--- src/rtl/ds1302_ctrl.sv ---
// DS1302 RTC transaction sequencer: periodic time reads and on-demand time writes
// issued as byte commands to an MSB-first SPI byte master.
module ds1302_ctrl #(
  parameter int unsigned CE_SETUP    = 50,
  parameter int unsigned CE_HOLD     = 50,
  parameter int unsigned READ_PERIOD = 25_000_000
) (
  input  logic        spi_clk,
  input  logic        spi_rst,
  input  logic        wr_req,
  input  logic [55:0] wr_time,
  output logic [55:0] rd_time,
  output logic        rd_valid,
  output logic        busy,
  output logic        spi_cs_ctrl,
  output logic        spi_wr_en,
  output logic [7:0]  spi_data_in,
  input  logic [7:0]  spi_data_out,
  input  logic        spi_wr_ack
);

  localparam int unsigned CNT_W = 32;
  localparam int unsigned IDX_W = 4;

  typedef enum logic [2:0] {
    S_IDLE, S_CE_ON, S_SEND, S_WAIT_ACK, S_GAP, S_CE_OFF, S_DONE
  } state_t;

  state_t           r_state;
  logic [CNT_W-1:0] r_per_cnt;
  logic [CNT_W-1:0] r_cnt;
  logic             r_pend;
  logic             r_op_wr;
  logic             r_txn2;
  logic             r_ce_low;
  logic [IDX_W-1:0] r_idx;
  logic [55:0]      r_wtime;
  logic [55:0]      r_shadow;

  logic             w_wrap;
  logic             w_rd_accept;
  logic [IDX_W-1:0] w_nbytes;
  logic [IDX_W-1:0] w_idx_inc;
  logic [IDX_W-1:0] w_load_idx;
  logic             w_more;
  logic [7:0]       w_byte_nxt;

  function automatic logic [7:0] bitrev(input logic [7:0] b);
    logic [7:0] r;
    for (int i = 0; i < 8; i++) r[i] = b[7-i];
    return r;
  endfunction

  // Command/data byte in logical (LSB-first wire) order for a given byte slot
  function automatic logic [7:0] logical_byte(input logic op_wr, input logic txn2,
                                              input logic [IDX_W-1:0] idx,
                                              input logic [55:0] t);
    logic [7:0] b;
    b = 8'h00;
    if (!op_wr) begin
      b = (idx == '0) ? 8'hBF : 8'h00;
    end else if (!txn2) begin
      b = (idx == '0) ? 8'h8E : 8'h00;
    end else begin
      case (idx)
        4'd0:    b = 8'hBE;
        4'd1:    b = t[7:0];
        4'd2:    b = t[15:8];
        4'd3:    b = t[23:16];
        4'd4:    b = t[31:24];
        4'd5:    b = t[39:32];
        4'd6:    b = t[47:40];
        4'd7:    b = t[55:48];
        4'd8:    b = 8'h80;
        default: b = 8'h00;
      endcase
    end
    return b;
  endfunction

  assign w_wrap      = (r_per_cnt == CNT_W'(READ_PERIOD - 1));
  assign w_rd_accept = (r_state == S_IDLE) && !wr_req && r_pend;
  assign w_nbytes    = !r_op_wr ? IDX_W'(8) : (r_txn2 ? IDX_W'(9) : IDX_W'(2));
  assign w_idx_inc   = r_idx + IDX_W'(1);
  assign w_more      = (w_idx_inc < w_nbytes);
  assign w_load_idx  = (r_state == S_GAP) ? w_idx_inc : '0;
  assign w_byte_nxt  = bitrev(logical_byte(r_op_wr, r_txn2, w_load_idx, r_wtime));
  assign busy        = (r_state != S_IDLE);

  // Free-running read timer; a wrap while a read is already pending is absorbed
  always_ff @(posedge spi_clk or posedge spi_rst) begin
    if (spi_rst) begin
      r_per_cnt <= '0;
      r_pend    <= 1'b0;
    end else begin
      r_per_cnt <= w_wrap ? '0 : r_per_cnt + 1'b1;
      if (w_wrap)           r_pend <= 1'b1;
      else if (w_rd_accept) r_pend <= 1'b0;
    end
  end

  always_ff @(posedge spi_clk or posedge spi_rst) begin
    if (spi_rst) begin
      r_state     <= S_IDLE;
      r_cnt       <= '0;
      r_op_wr     <= 1'b0;
      r_txn2      <= 1'b0;
      r_ce_low    <= 1'b0;
      r_idx       <= '0;
      r_wtime     <= '0;
      r_shadow    <= '0;
      rd_time     <= '0;
      rd_valid    <= 1'b0;
      spi_cs_ctrl <= 1'b0;
      spi_wr_en   <= 1'b0;
      spi_data_in <= '0;
    end else begin
      rd_valid  <= 1'b0;
      spi_wr_en <= 1'b0;
      unique case (r_state)
        S_IDLE: begin
          r_cnt    <= '0;
          r_idx    <= '0;
          r_txn2   <= 1'b0;
          r_ce_low <= 1'b0;
          if (wr_req) begin
            r_op_wr     <= 1'b1;
            r_wtime     <= wr_time;
            spi_cs_ctrl <= 1'b1;
            r_state     <= S_CE_ON;
          end else if (r_pend) begin
            r_op_wr     <= 1'b0;
            spi_cs_ctrl <= 1'b1;
            r_state     <= S_CE_ON;
          end
        end
        S_CE_ON: begin
          if (r_cnt == CNT_W'(CE_SETUP - 1)) begin
            r_idx       <= '0;
            spi_data_in <= w_byte_nxt;
            spi_wr_en   <= 1'b1;
            r_state     <= S_SEND;
          end else begin
            r_cnt <= r_cnt + 1'b1;
          end
        end
        S_SEND: r_state <= S_WAIT_ACK;
        S_WAIT_ACK: begin
          if (spi_wr_ack) begin
            // Dummy read byte k lands in time byte k
            if (!r_op_wr) begin
              for (int k = 0; k < 7; k++) begin
                if (r_idx == IDX_W'(k + 1)) r_shadow[8*k +: 8] <= bitrev(spi_data_out);
              end
            end
            r_cnt   <= '0;
            r_state <= S_GAP;
          end
        end
        S_GAP: begin
          if (r_cnt == CNT_W'(1)) begin
            r_cnt <= '0;
            if (w_more) begin
              r_idx       <= w_idx_inc;
              spi_data_in <= w_byte_nxt;
              spi_wr_en   <= 1'b1;
              r_state     <= S_SEND;
            end else begin
              r_state <= S_CE_OFF;
            end
          end else begin
            r_cnt <= r_cnt + 1'b1;
          end
        end
        S_CE_OFF: begin
          // CE held high for CE_HOLD, then kept low for CE_HOLD before anything else
          if (r_cnt != CNT_W'(CE_HOLD - 1)) begin
            r_cnt <= r_cnt + 1'b1;
          end else if (!r_ce_low) begin
            spi_cs_ctrl <= 1'b0;
            r_ce_low    <= 1'b1;
            r_cnt       <= '0;
          end else begin
            r_ce_low <= 1'b0;
            r_cnt    <= '0;
            if (r_op_wr && !r_txn2) begin
              r_txn2      <= 1'b1;
              r_idx       <= '0;
              spi_cs_ctrl <= 1'b1;
              r_state     <= S_CE_ON;
            end else if (!r_op_wr) begin
              rd_time  <= r_shadow;
              rd_valid <= 1'b1;
              r_state  <= S_DONE;
            end else begin
              r_state <= S_IDLE;
            end
          end
        end
        S_DONE:  r_state <= S_IDLE;
        default: r_state <= S_IDLE;
      endcase
    end
  end

endmodule
--- config.mk ---
export PLATFORM = sky130hd
export DESIGN_NAME = ds1302_ctrl
export DESIGN_NICKNAME = d
export VERILOG_FILES = /design/src/rtl/ds1302_ctrl.sv
export SDC_FILE = /design/constraint.sdc
export NUM_CORES = 1
export LEC_CHECK = 0
export CAP_MARGIN = 40
export CORE_MARGIN = 1
export CORE_UTILIZATION = 55
export DETAILED_ROUTE_END_ITERATION = 8
export GPL_TIMING_DRIVEN = 0
export PLACE_DENSITY = 0.78
export SYNTH_ARGS = -nofsm -noshare
export SYNTH_HDL_FRONTEND = slang
export SYNTH_SLANG_ARGS = --single-unit
--- constraint.sdc ---
create_clock -name spi_clk -period 14.1 [get_ports spi_clk]
set_input_delay 2.82 -clock spi_clk [delete_from_list [all_inputs] [get_ports spi_clk]]
set_output_delay 2.82 -clock spi_clk [all_outputs]
set_load 0.01 [all_outputs]
Word level (Yosys, flattened, before mapping)

Index checks and enable logic that the tools add are counted.

Flip-flop bits (word level): 254
Input port bits: 68
Output and inout port bits: 68
Word-level logic and storage cells: 154

Add/subtract/negate cells: 3
Order comparisons: 1
Eq/ne operators: 34
Muxes and demuxes: 61
Bitwise operators: 3
Reduce and logical (&&, ||, !) cells: 31

Operators with widths:

| kind                                                    | count |
|---|---|
| two-way mux 32 bit                                      | 5 |
| case mux 32 bit (5 select lines)                        | 1 |
| case mux 8 bit (9 select lines)                         | 1 |
| adder 32 x 1 -> 32 bit (second input constant)          | 2 |
| two-way mux 8 bit                                       | 7 |
| AND reduction 4 bit                                     | 10 |
| two-way mux 4 bit                                       | 9 |
| equality test 32 x 1 -> 1 bit (second input constant)   | 1 |
| equality test 32 x 25 -> 1 bit (second input constant)  | 1 |
| equality test 32 x 6 -> 1 bit (second input constant)   | 1 |
| equality test 4 x 3 -> 1 bit (second input constant)    | 8 |
| inequality test 32 x 6 -> 1 bit (second input constant) | 1 |
| two-way mux 3 bit                                       | 10 |
| two-way mux 1 bit                                       | 21 |
| case mux 3 bit (6 select lines)                         | 1 |
| equality test 4 x 2 -> 1 bit (second input constant)    | 4 |
| case mux 4 bit (4 select lines)                         | 1 |
| case mux 8 bit (2 select lines)                         | 1 |
| inequality test 2 bit (second input constant)           | 7 |
| equality test 4 x 1 -> 1 bit (second input constant)    | 2 |
| case mux 1 bit (2 select lines)                         | 4 |
| nonzero test 2 bit                                      | 4 |
| AND reduction 7 bit                                     | 1 |
| equality test 3 x 2 -> 1 bit (second input constant)    | 2 |
| other kinds (19)                                        | 28 |

Depth between registers and ports, before layout

Gate-level depths: netlist of the first run.

Word-level depth: 9
Gate-level depth with buffers: 10
Depth with buffers taken out: 8

Least setup slack after synthesis of the first run

No wires, ideal clock.

Path kind: input to register
Start: in spi_wr_ack
End: reg r_shadow[0]
Setup time: 0.125 ns
Arrival: 3.907 ns
Required time: 13.975 ns
Setup slack: 10.068 ns
Stages on the path: 5
Path through: nor2b_1 buf_1 and3_1 clkbuf_1 mux2_2

Word-level cells in the longest chain between the ends: 1

RTL lines:

| element                              | line | source |
|---|---|---|
| from (decl)                          | 19   | `input logic spi_wr_ack` |
| AND reduction 4 bit (no source line) | --   |  |
| to (signal, indexed assignment)      | 153  | `if (r_idx == IDX_W'(k + 1)) r_shadow[8*k +: 8] <= bitrev(spi_data_out);` |
| to (decl)                            | 38   | `logic [55:0] r_shadow;` |

No other way between the ends.
A chain may end at the register's enable or synchronous reset.

Worst setup path after layout of the first run

Start: reg r_state[0]
End: out busy

Word-level cells in the longest chain between the ends: 1

RTL lines:

| element                | line | source |
|---|---|---|
| from (decl)            | 29   | `state_t r_state;` |
| from (signal assigned) | 104  | `r_state <= S_IDLE;` |
| from (signal assigned) | 130  | `r_state <= S_CE_ON;` |
| from (signal assigned) | 134  | `r_state <= S_CE_ON;` |
| nonzero test 3 bit     | 88   | `assign busy = (r_state != S_IDLE);` |
| to (decl)              | 14   | `output logic busy,` |

No other way between the ends.

==> results by group, run 1 <==
Yosys
  – Cell accounting for the most synthesized area: dfrtp_1
  – Yosys synthesis warning count: 0
  – Fraction of registers with async set/reset: 100.0%
  – Syn nets: 1,008
  – Prevailing post-synth register cell: dfrtp_1
  – Area share of the largest cell type after synthesis: 54.75%
  – Post-synthesis sequential area ratio: 54.75%
  – Post-synthesis register bit count: about 250
  – Number of synthesized flops with an enable pin: 0
  – Library cells used by synthesis: 68
  – Cells after Synth: just over 900
  – Mean Syn Cell Area: ~12 µm²
  – Mapped Area: between 10,000 and 15,000 µm²
  – Top post-synthesis cells by area: dfrtp_1 55%, mux2_2 13%, mux2_4 5.2%, nand2_1 2.2%, o21ai_0 1.9%

Layout
  – Layout cells sized above 1: around a quarter
  – Fill cell count: 1,458
  – Layout Nets: about 1,200
  – Post-route cell area: roughly 14,000 µm²
  – Reg area: between 6000 and 7000 µm²
  – Ant diodes: 0
  – Area of the multi-input gates: 4943 µm²
  – Area growth, synth to finish: 23.54%
  – Most common cell after layout, fill and taps aside: dfrtp_1
  – Most frequent cells in the layout: 254 x dfrtp_1, 137 x mux2_2, 135 x clkdlybuf4s50_1

Placement
  – Post-DP Area: approximately 13,000 µm²
  – Port Buffers: between 100 and 150
  – DP Wirelength: between 15,000 and 20,000 µm
  – Gpl congestion: between 0.8 and 0.9

Setup path
  – Reg2reg end: spi_data_in[1]
  – Delay-heaviest family, CP: buffers and inverters
  – R2R Path Start: r_idx[0]
  – Worst EP required: between 10 and 15 ns
  – Max stage delay on crit path: 0.54 ns
  – Crit path arrival time: 2.20 ns
  – CP max-delay cell: clkdlybuf4s50_1
  – Crit. End Element: output port
  – CP Class: flip-flop to output port
  – WP buf/inv: 3
  – CP Launch Type: flip-flop
  – Crit path max fanout: 10
  – Reg2Reg Setup Slack: 10.98 ns
  – Worst R2R Path Depth: 9
  – CP cell instances: clkbuf_8 > nor3_1 > inv_1 > clkdlybuf4s50_1

Die
  – Die Span X: between 100 and 150 µm
  – I/O pin count: between 100 and 150
  – Rows: 52
  – Die ar.: around 22,000 µm²
  – Die Height: around 150 µm
  – Starting Density: 56.65%
  – Core outline area: just over 20,000 µm²

STA
  – Clk_skew: 0.01101 ns
  – # setup viols final: 0
  – Final hold violations: 0
  – Slew Limit Headroom: 38.22%
  – Final Slew Violations: 0
  – Worst slew pin tran: about 0.9 ns
  – Fmax achieved: about 200 MHz
  – Fin crit period: around 5.0 ns
  – TNS Setup: 0 ns
  – RSZ-0062 raised after global routing: false
  – Fin crit share: a little over a third

Pwr
  – Worst VDD drop: 0.09980 mV
  – Power Density: 147.8 nW/µm²
  – LEAKAGE: 6.515 nW

GRT
  – Largest net degree at the start of global routing: around 110
  – Vias in the first global route: a little over 8,000
  – Antenna violations before repair: 0
  – Grt ovf: 0
  – First-pass GRT wire length: roughly 43,000 µm
  – GRT Total Usage: 24.58%

Worst hold path
  – Hold-critical path depth: 1
  – Worst Hold Endpoint: r_per_cnt[31]
  – Tightest Hold Check Type: flip-flop to flip-flop
  – Hold_sp: r_per_cnt[31]

Clock tree
  – Postcts setup bufs: 0
  – Hold buffers post-CTS: 0
  – Clock buffer depth: 3
  – Gates resized, CTS repair: 0
  – TritonCTS clock tree: done
  – Root Buffer: clkbuf_16
  – Htree depth: 1
  – Num CTS Buffers: 27
  – Clk slew on worst S/H paths: about 0.06 ns
  – # clock sinks: about 250
  – Clock latency at the later pin of the worst-skew pair: 0.53 ns

Routing
  – Iter 0 DRT Violations: 550
  – Antenna-violating nets left: 0
  – Wire per inst: 18.43 µm
  – Via count: 7,977
  – Avg Vias per Cell: 5.735
  – WL final: 25,640 µm
  – Post-route DRC: 0
  – Drt pass-1 iters: 5

Flow run
  – Max cap viols: 0

Outcome
  – Status: complete, no violations
-- worst reg2reg max path, stage by stage (launching register included) --
cell and delay, ns:
dfrtp_1 0.48, inv_1 0.16, ha_1 0.33, clkbuf_1 0.62, clkbuf_1 0.50, mux4_2 0.57, nand2_1 0.07, o21ai_0 0.07
nand2_1 0.07, o21ai_0 0.08
-- layout make-up --
type	count	area share [%]
sequential	254	44.32
multi-input combinational	618	34.47
timing repair buffer	140	10.13
clock buffer	39	5.513
tap	270	2.355
buffer	41	1.692
clock inverter	11	1.003
inverter	18	0.5234
-- kinds of logic (layout without fill, tap and decap cells) --
family	Yosys count	after routing	share of synthesized area, %
xor+xnor	44	44	3.384
fa+ha+maj	9	9	0.9699
flops	254	254	54.75
compound gates	107	107	5.809
buf+inv	59	249	2.673
simple gates	270	270	12.15
mux	188	188	20.27
-- power breakdown --
group          leakage, nW  internal [W]  switching (W)
Combinational         2.67      0.000235       0.000258
Clock                0.448      0.000444       0.000287
Sequential            3.40      0.000835      0.0000614
Total                 6.52       0.00151       0.000606
-- worst max-delay path by stage --
| stage | endpoint | startpoint | depth (start not counted) |
|---|---|---|---|
| 6_report | busy | r_state[0] | 4 |
| 5_1_grt | busy | r_state[0] | 4 |
| 4_1_cts | busy | r_state[0] | 4 |
| 3_5_place_dp | r_shadow[14] | spi_wr_ack | 6 |
| 3_3_place_gp | rd_time[34] | spi_rst | 2 |
| 2_1_floorplan | r_ce_low | spi_rst | 1 |
-- Yosys cell counts, types with 7 or more instances --
cell type,n
buf_2,7
and3_1,9
dfrtp_1,254
a22oi_1,10
nor2_1,57
nor3_1,26
mux2_4,40
o31ai_1,7
ha_1,9
mux4_2,8
nor4_1,11
or3_1,7
xnor2_1,18
inv_1,18
nand3_1,27
nand2_1,68
buf_6,7
xor2_1,25
nand4_1,17
clkbuf_1,21
a21oi_1,10
mux2_2,137
o21ai_0,44
-- metrics by stage --
stage | total power [W] | setup slack [ns] | cells | util [%] | hold slack (ns)
2_1_floorplan | 0.001241 | 4.295 | 931 | - | 0.4429
3_3_place_gp | 0.001379 | 1.254 | 1336 | 64.89 | 0.4578
3_5_place_dp | 0.001397 | 9.237 | 1341 | 65.42 | 0.4669
4_1_cts | 0.002132 | 9.055 | 1391 | 69.98 | 0.4780
5_1_grt | 0.002221 | 8.943 | 1391 | 69.98 | 0.4855
6_report | 0.002120 | 9.080 | 1391 | 69.98 | 0.4718
-- layer usage --
layer,global-route usage (%),vias to the layer above,routed length (µm)
li1,-,3688,-
met1,33.94,4012,11230
met2,39.86,228,12280
met3,4.348,49,1489
met4,7.423,0,639
met5,0,-,0
-- flip-flops by register name (all words and copies together), names as in the netlist, 3 cells and up --
signal,flops
rd_time,56
r_cnt,32
spi_data_in,8
r_shadow,56
r_wtime,56
r_state,3
r_idx,4
r_per_cnt,32
No activity file was read; power rests on OpenSTA's default activity.
==> run 2, diff against run 1 <==
==> constraint.sdc (replaced) <==
create_clock -name spi_clk -period 5.3 [get_ports spi_clk]
set_input_delay 1.06 -clock spi_clk [delete_from_list [all_inputs] [get_ports spi_clk]]
set_output_delay 1.06 -clock spi_clk [all_outputs]
set_load 0.01 [all_outputs]
==> run 2 against run 1 <==
Largest power group unchanged. Cell area up 0.11%. Critical path type unchanged. Power rose to 2.6 times the previous value. Worst setup slack worse by 7.0 ns. Largest cell class unchanged.
==> results by group, run 2 (synthesized netlist as in run 1, its figures left out) <==
Routing
  – WL final: 25,560 µm
  – Post-route DRC: 0
  – Drt pass-1 iters: 5
  – Antenna-violating nets left: 0
  – Wire per inst: 18.32 µm
  – Iter 0 DRT Violations: 518
  – Via count: between 7,000 and 8,000
  – Avg Vias per Cell: 5.657

Setup path
  – Crit. End Element: output port
  – CP max-delay cell: clkdlybuf4s50_1
  – CP Launch Type: flip-flop
  – CP cell instances: clkbuf_8 > nor3_1 > inv_1 > clkdlybuf4s50_1
  – Worst EP required: around 4.2 ns
  – Crit path arrival time: 2.15 ns
  – CP Class: flip-flop to output port
  – Crit path max fanout: 10
  – Max stage delay on crit path: roughly 0.53 ns

STA
  – Worst slew pin tran: just over 0.8 ns
  – Final Slew Violations: 0
  – Slew Limit Headroom: between 40% and 50%
  – Fin crit period: about 3.2 ns
  – # setup viols final: 0
  – Final hold violations: 0
  – Fin crit share: between 60% and 70%
  – Clk_skew: between 0.01 and 0.015 ns
  – Fmax achieved: roughly 310 MHz
  – WHS: 0.4797 ns
  – RSZ-0062 raised after global routing: false

GRT
  – GRT Total Usage: 24.57%
  – Global route hottest layer: met2
  – Met1 usage: a little over a third
  – Vias in the first global route: 7,978
  – GR Layer Usage met2: 39.34%
  – Largest net degree at the start of global routing: 39
  – GR Util met3: 4.068%
  – Antenna violations before repair: 0
  – First-pass GRT wire length: between 40,000 and 50,000 µm
  – Grt ovf: 0

Die
  – I/O pin count: 136
  – Die ar.: approximately 22,000 µm²
  – Die Span X: about 150 µm
  – Rows: between 50 and 60
  – Die Height: 147.3 µm
  – Starting Density: between 50% and 60%
  – Core outline area: approximately 20,000 µm²

Layout
  – Post-Route Utilization: a little over two thirds
  – Ant diodes: 0
  – Layout cells sized above 1: between 20% and 30%
  – Most frequent cells in the layout: 254 x dfrtp_1, 137 x mux2_2, 135 x clkdlybuf4s50_1
  – Most common cell after layout, fill and taps aside: dfrtp_1
  – Layout Nets: about 1,200
  – Largest regs: r_shadow x56, r_wtime x56, rd_time x56
  – Area growth, synth to finish: 23.68%
  – Finished Layout Cells: 1,395

Worst hold path
  – Tightest Hold Check Type: flip-flop to flip-flop

Clock tree
  – Clock buffer depth: 3
  – Num CTS Buffers: 27
  – Gates resized, CTS repair: 0
  – Htree depth: 1
  – Postcts setup bufs: 0
  – Clock latency at the later pin of the worst-skew pair: roughly 0.53 ns
  – TritonCTS clock tree: done
  – Clk slew on worst S/H paths: roughly 0.060 ns
  – # clock sinks: between 200 and 300
  – Hold buffers post-CTS: 0
  – Root Buffer: clkbuf_16

Pwr
  – Power Density: 390.1 nW/µm²
  – LEAKAGE: 6.534 nW
  – Worst VDD drop: approximately 0.25 mV

Placement
  – Inst Count DP: between 1,000 and 1,500
  – Port Buffers: 135
  – DP Wirelength: around 18,000 µm
  – Gpl congestion: 0.8826

Flow run
  – Max cap viols: 0

Outcome
  – Status: complete, no violations
-- run 2: final cells by class --
type	instances	area [µm²]
plain buffers	41	242.7
clock buffers	37	773.2
clock inverters	13	123.9
fillers	1482	6136
inverters	18	71.32
multi-input cells	618	4943
flip-flops and latches	254	6356
well taps	270	337.8
repair buffers	144	1510
-- run 2: final timing paths --
check	startpoint	end	slack, ns	cells past startpoint
min reg2reg	spi_data_in[6]	spi_data_in[6]	0.48	2
max reg2reg	r_idx[0]	spi_data_in[1]	2.25	9
max in group asynchronous	spi_rst	r_wtime[6]	3.35	5
min in group asynchronous	spi_rst	rd_time[35]	0.91	2
min	spi_data_in[6]	spi_data_in[6]	0.48	2
max	r_state[0]	busy	2.09	4
-- run 2: per-stage QoR --
step           total power [W]  cell area, µm²  TNS [ns]  worst slack [ns]
2_1_floorplan         0.003303           11610         0            0.8964
3_3_place_gp          0.003670           13300   -230.38           -0.9235
3_5_place_dp          0.003734           13460         0             2.129
4_1_cts               0.005621           14360         0             2.060
5_1_grt               0.005872           14360         0             1.919
6_report              0.005601           14360         0             2.091
-- run 2: metal layers --
| layer | up-vias | wire length (µm) |
|---|---|---|
| met5 | - | 0 |
| met3 | 43 | 1284 |
| met4 | 0 | 567 |
| met2 | 237 | 12110 |
| met1 | 3914 | 11600 |
| li1 | 3697 | - |
-- run 2: critical path, delay by kind of cell, from the launching register on --
kind,cells,cell delay [ns]
flops,1,0.38
simple gates,1,0.41
buf+inv,3,0.82
-- run 2: power by group --
| part | total (W) | leakage (nW) | internal [W] | switching, W |
|---|---|---|---|---|
| Clock | 0.00189 | 0.445 | 0.00112 | 0.000773 |
| Sequential | 0.00239 | 3.40 | 0.00222 | 0.000170 |
| Combinational | 0.00132 | 2.69 | 0.000630 | 0.000690 |
| Total | 0.00560 | 6.53 | 0.00397 | 0.00163 |
==> run 3, diff against run 2 <==
--- a/config.mk
+++ b/config.mk
@@ -7,10 +7,10 @@
 export LEC_CHECK = 0
 export CAP_MARGIN = 40
 export CORE_MARGIN = 1
-export CORE_UTILIZATION = 55
+export CORE_UTILIZATION = 51
 export DETAILED_ROUTE_END_ITERATION = 8
 export GPL_TIMING_DRIVEN = 0
-export PLACE_DENSITY = 0.78
+export PLACE_DENSITY = 0.76
 export SYNTH_ARGS = -nofsm -noshare
 export SYNTH_HDL_FRONTEND = slang
 export SYNTH_SLANG_ARGS = --single-unit
==> constraint.sdc (replaced) <==
create_clock -name spi_clk -period 2.8 [get_ports spi_clk]
set_input_delay 0.56 -clock spi_clk [delete_from_list [all_inputs] [get_ports spi_clk]]
set_output_delay 0.56 -clock spi_clk [all_outputs]
set_load 0.01 [all_outputs]
==> run 3 against run 2 <==
Global-route usage down 1.6 points. Sequential share of layout area about the same. Combinational power is 97% higher. Routed wire length rose by 1.9%. Core utilization decreased by 5.0 points. Worst setup slack got worse by 1.9 ns. Hold slack worse by 0.016 ns. Die area rose by 7.7%. First-iteration DRC count shrank 9.5%. Flip-flop and latch count is the same. Largest power group unchanged. Highest routed layer unchanged.
==> results by group, run 3 (synthesized netlist as in run 1, its figures left out) <==
Placement
  – Gpl congestion: between 0.8 and 0.9
  – Post-DP Area: 13,480 µm²
  – Port Buffers: around 140
  – Inst Count DP: 1,356
  – DP Wirelength: ~19,000 µm

Die
  – Rows: 54
  – Die Span X: ~150 µm
  – Die ar.: around 23,000 µm²
  – Core outline area: about 22,000 µm²
  – I/O pin count: 136
  – Die Height: about 150 µm
  – Starting Density: between 50% and 60%

STA
  – Slew Limit Headroom: between 40% and 50%
  – Fin crit period: 2.649 ns
  – Worst slew pin tran: around 0.86 ns
  – Final hold violations: 0
  – # setup viols final: 0
  – RSZ-0062 raised after global routing: false
  – Fin crit share: 94.61%
  – WHS: between 0.4 and 0.5 ns
  – Final Slew Violations: 0
  – Fmax achieved: between 300 and 400 MHz
  – Clk_skew: approximately 0.0063 ns

GRT
  – Antenna violations before repair: 0
  – Grt ovf: 0
  – Largest net degree at the start of global routing: 41
  – First-pass GRT wire length: around 43,000 µm
  – Vias in the first global route: 8,197
  – GRT Total Usage: 22.98%

Routing
  – Iter 0 DRT Violations: about 470
  – Drt pass-1 iters: 4
  – Post-route DRC: 0
  – Antenna-violating nets left: 0
  – Wire per inst: 18.52 µm
  – Via count: a little under 8,000
  – WL final: ~26,000 µm
  – Avg Vias per Cell: between 5 and 6

Pwr
  – Power Density: approximately 730 nW/µm²
  – LEAKAGE: around 6.5 nW
  – Worst VDD drop: about 0.6 mV

Clock tree
  – Clk slew on worst S/H paths: approximately 0.06 ns
  – Htree depth: 1
  – Clock latency at the later pin of the worst-skew pair: 0.53 ns
  – # clock sinks: about 250
  – TritonCTS clock tree: done
  – Hold buffers post-CTS: 0
  – Root Buffer: clkbuf_16
  – Num CTS Buffers: 26
  – Clock buffer depth: 3

Setup path
  – Crit. End Element: flip-flop
  – Worst R2R Path Depth: 8
  – CP Launch Type: flip-flop
  – CP Class: flip-flop to flip-flop
  – R2R Path Start: r_idx[0]
  – Worst EP required: 3.20 ns
  – Crit path max fanout: 10
  – Reg2reg end: spi_data_in[0]
  – Reg2Reg Setup Slack: about 0.15 ns
  – Crit path arrival time: ~3 ns

Layout
  – Layout Nets: 1,183
  – Most common cell after layout, fill and taps aside: dfrtp_1
  – Post-route cell area: approximately 14,000 µm²
  – Ant diodes: 0
  – Finished Layout Cells: about 1,400
  – Most frequent cells in the layout: 253 x dfrtp_1, 137 x mux2_2, 135 x clkdlybuf4s50_1
  – Layout cells sized above 1: between 20% and 30%
  – Area growth, synth to finish: 23.83%
  – Largest regs: r_shadow x56, r_wtime x56, rd_time x56

Outcome
  – Status: complete, no violations

Flow run
  – Max cap viols: 0

Worst hold path
  – Tightest Hold Check Type: input pin to async pin
[run 3: changes by cell type in the layout (fill, tap and decap cells not counted), moves of 2 or more]
cell	delta
clkbuf_2	+3
buf_2	+2
nor3_2	+2
buf_4	+2
clkbuf_8	-3
nor3_1	-2
[run 3: worst max path at each step]
stage | startpoint | endpoint | slack (ns) | cells after the start
after floorplan | spi_rst | r_ce_low | -1.10 | 1
after global placement | spi_rst | r_wtime[50] | -2.90 | 2
after detailed placement | r_idx[0] | spi_data_in[1] | -0.36 | 9
after CTS | r_idx[0] | spi_data_in[7] | 0.01 | 7
after global routing | r_idx[0] | spi_data_in[7] | 0.02 | 10
final | r_idx[0] | spi_data_in[0] | 0.15 | 8
[run 3: critical path, cell delays in order, from the launching register on]
cell	delay (ns)
dfrtp_2	0.46
ha_1	0.28
xor2_2	0.54
buf_2	0.39
mux4_2	0.38
nand2_1	0.09
o21ai_0	0.07
o21ai_0	0.20
o21ai_0	0.11
[run 3: area by class of cell]
type	instances	area [µm²]
Tap cell	280	350.3
Clock buffer	39	750.7
Inverter	18	71.32
Sequential cell	254	6357
Fill cell	1615	7717
Timing Repair Buffer	147	1529
Multi-Input combinational cell	618	4997
Clock inverter	9	72.57
Buffer	41	247.7
[run 3: per-stage QoR]
step	util, %	setup TNS (ns)	power [W]	setup slack [ns]
floorplan	-	-280.33	0.006252	-1.104
global placement	60.27	-731.78	0.006980	-2.897
detailed placement	61.00	-0.7683	0.007096	-0.3594
CTS	64.77	0	0.01048	0.01473
global route	65.07	0	0.01101	0.01821
finish	65.07	0	0.01050	0.1508
[run 3: report_power, final]
group,internal [W],switching (W)
clock,0.00194,0.00141
sequential,0.00420,0.000340
combinational,0.00124,0.00137
[run 3: what timing repair did]
action	CTS	global route
setup endpoints to repair	8	85
pin swaps	0	1
setup buffers	0	2
resized for setup	3	14
[run 3: metal layers]
layer	track usage, %	vias up	wire [µm]
met5	0	-	0
met2	37.68	204	12710
met3	3.516	50	1214
met4	7.359	0	706
met1	31.55	3952	11410
li1	-	3689	-
